**src/rtl/sram_fetch_sequencer_if.sv**
```systemverilog
// Handshake and address bus between the string-match engine and the SRAM fetch sequencer.
// The master side issues fetch commands and stalls; the slave side drives the SRAM addresses.
interface sram_fetch_sequencer_if #(
    parameter int ADDR_W = 8,
    parameter int CNT_W  = 8
);
    logic              start;
    logic              abort;
    logic [ADDR_W-1:0] base_addr1;
    logic [ADDR_W-1:0] base_addr2;
    logic [CNT_W-1:0]  length;
    logic              stall;
    logic [ADDR_W-1:0] Address1;
    logic [ADDR_W-1:0] Address2;
    logic              word_valid;
    logic [CNT_W-1:0]  word_idx;
    logic              busy;
    logic              done;

    modport master (
        output start, abort, base_addr1, base_addr2, length, stall,
        input  Address1, Address2, word_valid, word_idx, busy, done
    );

    modport slave (
        input  start, abort, base_addr1, base_addr2, length, stall,
        output Address1, Address2, word_valid, word_idx, busy, done
    );
endinterface

```
**src/rtl/sram_fetch_sequencer.sv**
```systemverilog
// Streams a run of consecutive word addresses to both SRAM read banks in lock-step,
// qualifying each returned word one cycle after its address was issued.
module sram_fetch_sequencer #(
    parameter int ADDR_W = 8,
    parameter int CNT_W  = 8
) (
    input  logic                  clock,
    input  logic                  reset,
    sram_fetch_sequencer_if.slave bus
);
    typedef enum logic [1:0] {
        IDLE  = 2'd0,
        FETCH = 2'd1,
        DRAIN = 2'd2,
        DONE  = 2'd3
    } state_t;

    state_t            state, stateNext;
    logic [ADDR_W-1:0] addr1Q, addr1Next;
    logic [ADDR_W-1:0] addr2Q, addr2Next;
    logic [CNT_W-1:0]  remainingQ, remainingNext;
    logic [CNT_W-1:0]  issuedQ, issuedNext;
    logic [CNT_W-1:0]  idxQ, idxNext;
    logic              validQ, validNext;

    always_ff @(posedge clock or posedge reset) begin
        if (reset) begin
            state      <= IDLE;
            addr1Q     <= '0;
            addr2Q     <= '0;
            remainingQ <= '0;
            issuedQ    <= '0;
            idxQ       <= '0;
            validQ     <= 1'b0;
        end else begin
            state      <= stateNext;
            addr1Q     <= addr1Next;
            addr2Q     <= addr2Next;
            remainingQ <= remainingNext;
            issuedQ    <= issuedNext;
            idxQ       <= idxNext;
            validQ     <= validNext;
        end
    end

    always_comb begin
        stateNext     = state;
        addr1Next     = addr1Q;
        addr2Next     = addr2Q;
        remainingNext = remainingQ;
        issuedNext    = issuedQ;
        idxNext       = idxQ;
        validNext     = 1'b0;

        if (bus.abort) begin
            // Abort outranks start and stall; addresses are left where they were.
            stateNext = IDLE;
            idxNext   = '0;
        end else begin
            case (state)
                IDLE: begin
                    if (bus.start) begin
                        addr1Next     = bus.base_addr1;
                        addr2Next     = bus.base_addr2;
                        remainingNext = bus.length;
                        issuedNext    = '0;
                        stateNext     = (bus.length != '0) ? FETCH : DONE;
                    end
                end
                FETCH: begin
                    if (!bus.stall) begin
                        validNext     = 1'b1;
                        idxNext       = issuedQ;
                        issuedNext    = issuedQ + CNT_W'(1);
                        remainingNext = remainingQ - CNT_W'(1);
                        // The last address stays on the bus while its word is presented.
                        if (remainingQ == CNT_W'(1)) begin
                            stateNext = DRAIN;
                        end else begin
                            addr1Next = addr1Q + ADDR_W'(1);
                            addr2Next = addr2Q + ADDR_W'(1);
                        end
                    end
                end
                DRAIN:   stateNext = DONE;
                DONE:    stateNext = IDLE;
                default: stateNext = IDLE;
            endcase
        end
    end

    assign bus.Address1   = addr1Q;
    assign bus.Address2   = addr2Q;
    assign bus.word_valid = validQ;
    assign bus.word_idx   = idxQ;
    assign bus.busy       = (state == FETCH) || (state == DRAIN);
    assign bus.done       = (state == DONE);
endmodule

```
**src/flat_wrapper.sv**
```systemverilog
// flat-port wrapper written by rule: the top's interface ports become plain ports
module sram_fetch_sequencer_flat 
#(
    parameter int ADDR_W = 8,
    parameter int CNT_W  = 8
)
  (clock, reset, bus_start, bus_abort, bus_base_addr1, bus_base_addr2, bus_length, bus_stall, bus_Address1, bus_Address2, bus_word_valid, bus_word_idx, bus_busy, bus_done);
  sram_fetch_sequencer_if #(.ADDR_W(ADDR_W), .CNT_W(CNT_W)) bus_i ();
  input  logic clock;
  input  logic reset;
  input wire logic [$bits(bus_i.start)-1:0] bus_start;
  input wire logic [$bits(bus_i.abort)-1:0] bus_abort;
  input wire logic [$bits(bus_i.base_addr1)-1:0] bus_base_addr1;
  input wire logic [$bits(bus_i.base_addr2)-1:0] bus_base_addr2;
  input wire logic [$bits(bus_i.length)-1:0] bus_length;
  input wire logic [$bits(bus_i.stall)-1:0] bus_stall;
  output wire logic [$bits(bus_i.Address1)-1:0] bus_Address1;
  output wire logic [$bits(bus_i.Address2)-1:0] bus_Address2;
  output wire logic [$bits(bus_i.word_valid)-1:0] bus_word_valid;
  output wire logic [$bits(bus_i.word_idx)-1:0] bus_word_idx;
  output wire logic [$bits(bus_i.busy)-1:0] bus_busy;
  output wire logic [$bits(bus_i.done)-1:0] bus_done;
  assign bus_i.start = bus_start;
  assign bus_i.abort = bus_abort;
  assign bus_i.base_addr1 = bus_base_addr1;
  assign bus_i.base_addr2 = bus_base_addr2;
  assign bus_i.length = bus_length;
  assign bus_i.stall = bus_stall;
  assign bus_Address1 = bus_i.Address1;
  assign bus_Address2 = bus_i.Address2;
  assign bus_word_valid = bus_i.word_valid;
  assign bus_word_idx = bus_i.word_idx;
  assign bus_busy = bus_i.busy;
  assign bus_done = bus_i.done;
  sram_fetch_sequencer #(.ADDR_W(ADDR_W), .CNT_W(CNT_W)) u_core (.clock(clock), .reset(reset), .bus(bus_i));
endmodule
```
**config.mk**
```make
export PLATFORM = sky130hd
export DESIGN_NAME = sram_fetch_sequencer_flat
export DESIGN_NICKNAME = d
export VERILOG_FILES = /design/src/rtl/sram_fetch_sequencer_if.sv /design/src/rtl/sram_fetch_sequencer.sv /design/src/flat_wrapper.sv
export SDC_FILE = /design/constraint.sdc
export NUM_CORES = 1
export LEC_CHECK = 0
export BUFFER_PORTS_ARGS = -buffer_cell sky130_fd_sc_hd__buf_2
export CORE_ASPECT_RATIO = 0.75
export CORE_MARGIN = 2
export CORE_UTILIZATION = 30
export DETAILED_ROUTE_END_ITERATION = 6
export GPL_TIMING_DRIVEN = 0
export SLEW_MARGIN = 25
export SYNTH_ARGS = -nofsm -noshare
export SYNTH_HDL_FRONTEND = slang
export SYNTH_SLANG_ARGS = --single-unit
export TNS_END_PERCENT = 1
```
**constraint.sdc**
```tcl
create_clock -name clock -period 4 [get_ports clock]
set_clock_uncertainty 0.15 [all_clocks]
set_input_delay 0.4 -clock clock [delete_from_list [all_inputs] [get_ports clock]]
set_output_delay 0.4 -clock clock [all_outputs]
set_load 0.02 [all_outputs]
```
==> flow_summary.toml <==
[timing]
timing_hold_violations_final = 0
final_min_period_over_clock_period = 0.704
timing.hold.ws_ns = 0.212
maxSlewViolCount = 0
final_tns_setup_ns = 0
worst-slew-pin-transition_ns = 0.768
achievable-frequency_mhz = 355
maxSlewHeadroom = 0.484
rsz0062_at_grt = "false"
number_of_failing_setup_endpoints_in_the_final_timing_report = 0
period_needed_ns = 2.81

[routing]
detail_route.drc_violations = 0
antenna_left = 0
vias_per_cell = 5.24
first_pass_iters = 4
wl_per_cell_um = 16.1
totalWireLength_mm = 7.27
via_count = 2367
drt_iter0_drc = 149

[die]
fp.dieArea_mm2 = 0.00902
rows = 28
initial_core_utilization = 0.312
die_x_um = 109
core_area_mm2 = 0.00795
ioPinCount = 56
die-height_um = 82.8

[logic_synthesis]
most_used_dff_post_synth = "dfrtp_1"
synth_area_per_cell_um2 = 8.80
synth.mux.area_fraction = 0.0161
synth_xor_xnor_area_share = 0.0106
synth_top_family_by_area = "simple AND/OR/NAND/NOR gates"
post_synth_adder_cell_area = 0.0504
synth_nets = 321
post_synth_inst_count = 282
ys_types = 48
yosysWarnings = 0
async_reset_ff_frac = 1.00
postSynthRegisterBits = 43
synth_compound_gate_area_share = 0.213
syn-cell-area_mm2 = 0.00248
ys_seq_area_frac = 0.434
synth-simple-area-share = 0.241
synth_enable_flop_cells = 0

[min_path]
hp-class = "in2reg"
launch_point_of_the_worst_hold_path = "bus_abort"

[power_and_ir_drop]
max-vdd-ir-drop_mv = 0.182
clock_power_share = 0.146
net-switching-power_mw = 0.924
static-leakage-power_nw = 1.29
share_seq_of_total_power = 0.368
power_switching_share = 0.467
p_int_mw = 1.06
power_per_cell_area_mw_per_mm2 = 659
combPwrFrac = 0.486
post-layout-total-power_mw = 1.98

[clock_tree]
post_cts_setup_buffers = 0
number_of_buffers_inserted_during_clock_tree_synthesis = 5
clockBufferDepth = 2
tritoncts = "built"
clock_sinks = 43
cts.clk_slew.worst_paths_ns = 0.09
cts.root.buffer_cell = "clkbuf_8"
holdBufCountCts = 1
cts_h_tree_depth = 2
clock_network_latency_to_the_later_pin_of_the_worst_skew_pair_ns = 0.31
post_cts_resized = 0

[placement]
buffer_ports.inserted = 55
placed_cells_incl_taps = 443
placed_cell_area_mm2 = 0.00291
place.gp.congestion = 0.803
place_hpwl_mm = 5.31

[cells_and_area]
finish.net_count = 385
final_cell_count_no_fill = 452
antenna-diode-count = 0
final_area_mm2 = 0.00300
syn_to_final_growth_pct = 21.0
drive_gt1_frac = 0.213

[worst_setup_path]
worst-setup-path-type = "reg2reg"
worst_ep_arrival_time_ns = 2.85
reg2reg_from = "u_core.state[1]"
end_kind = "register"
worstSetupStartpoint = "u_core.state[1]"
cp.required_ns = 4.04
worst-path-max-fanout = 10
crit_path_start_kind = "register"

[global_routing]
grt_first_pass_wirelength_mm = 11.6
grt_start_max_net_pins = 23
grt_antenna_before_repair = 0
grt_use_total = 0.168
first_global_vias = 2316
globalRouteOverflowTotal = 0

[flow_run]
max_capacitance_violation_count = 0

[run_status]
run_status = "completed"
## layer usage
metal | up-vias | GRT usage | part of all wire
met1 | 1131 | 0.235 | 0.47
met2 | 62 | 0.265 | 0.44
met4 | 0 | 0.0321 | 0.0055
met3 | 4 | 0.0400 | 0.075
met5 | - | 0 | 0
li1 | 1170 | - | -
## cell usage in the layout, fill, tap and decap left out, types with 5 or more instances in the layout
cell type  count
buf_2         56
dfrtp_1       43
nand2_1       33
nor2_1        23
o21ai_0       21
a21oi_1       19
clkbuf_1      11
nand3_1       10
ha_1          10
and3_1         9
nor3_1         8
o22ai_1        8
nand4_1        8
nand2b_1       6
inv_1          5
a311oi_1       5
nor4_1         5
clkbuf_8       5
## metrics by stage
stage	setup WS (ns)	util
2_1_floorplan	1.74	-
3_3_place_gp	1.35	0.363
3_5_place_dp	1.23	0.366
4_1_cts	1.20	0.378
5_1_grt	0.965	0.378
6_report	1.19	0.378
## power by group through the flow
stage / clock network (mW) / logic, mW / registers [mW]
after floorplan: 0 / 0.586 / 0.798
after global routing: 0.312 / 1.06 / 0.751
after detailed placement: 0 / 0.957 / 0.735
after CTS: 0.290 / 0.965 / 0.726
final: 0.289 / 0.963 / 0.728
after global placement: 0 / 0.943 / 0.729
## kinds of logic after synthesis
logic type,Yosys count
xor+xnor,3
flops,43
mux,4
compound gates,82
fa+ha+maj,10
buf+inv,22
simple gates,118
## path summary, 6_finish.rpt
| kind | end | slack (ns) | cells after the start |
|---|---|---|---|
| max | u_core.bus.Address1[5] | 1.19 | 7 |
| min | u_core.state[0] | 0.21 | 2 |
| max reg2reg | u_core.bus.Address1[5] | 1.19 | 7 |
| min reg2reg | u_core.issuedQ[6] | 0.37 | 1 |
| max in group asynchronous | u_core.bus.Address1[1] | 2.67 | 4 |
| min in group asynchronous | u_core.state[1] | 0.53 | 3 |
## state kept, by name, indices dropped and copies added (netlist names)
register               flops
u_core.remainingQ          8
u_core.bus.Address1        8
u_core.issuedQ             8
u_core.bus.word_idx        8
u_core.bus.Address2        8
u_core.state               2
u_core.bus.word_valid      1
## final cells by class
class	instances	area, um2
Multi-Input combinational cell	217	1320
Tap cell	105	131
Buffer	16	65.1
Fill cell	827	4950
Clock buffer	6	72.6
Inverter	6	22.5
Sequential cell	43	1080
Timing Repair Buffer	57	305
Clock inverter	2	12.5
## worst max-delay path: stages (launching register included)
cell	delay, ns
dfrtp_1	0.41
inv_1	0.13
ha_1	0.30
mux2i_1	0.27
nor2_1	0.43
clkbuf_1	0.53
a311oi_1	0.20
a311oi_1	0.29
## cells in the mapped netlist, drive strengths merged, types with 2 or more instances
| library cell | n | area (um2) |
|---|---|---|
| ha | 10 | 125 |
| nor2 | 23 | 86.3 |
| nor3b | 2 | 15.0 |
| o22ai | 8 | 50.1 |
| mux2i | 4 | 40.0 |
| a2bb2oi | 3 | 26.3 |
| a22oi | 2 | 15.0 |
| nor4 | 6 | 43.8 |
| nand2 | 33 | 124 |
| a211oi | 3 | 22.5 |
| o22a | 2 | 17.5 |
| clkbuf | 10 | 37.5 |
| or2 | 3 | 18.8 |
| a21oi | 19 | 95.1 |
| xnor2 | 3 | 26.3 |
| and2 | 2 | 12.5 |
| a311oi | 5 | 43.8 |
| dfrtp | 43 | 1080 |
| a31oi | 4 | 25.0 |
| inv | 6 | 22.5 |
| nor3 | 8 | 40.0 |
| or4 | 3 | 22.5 |
| o21ai | 24 | 124 |
| o31ai | 3 | 22.5 |
| nand3 | 10 | 50.1 |
| and3 | 10 | 67.6 |
| nand4 | 8 | 50.1 |
| nand2b | 6 | 37.5 |
| buf | 6 | 27.5 |
Note: power is estimated with default switching activity, not from simulation.
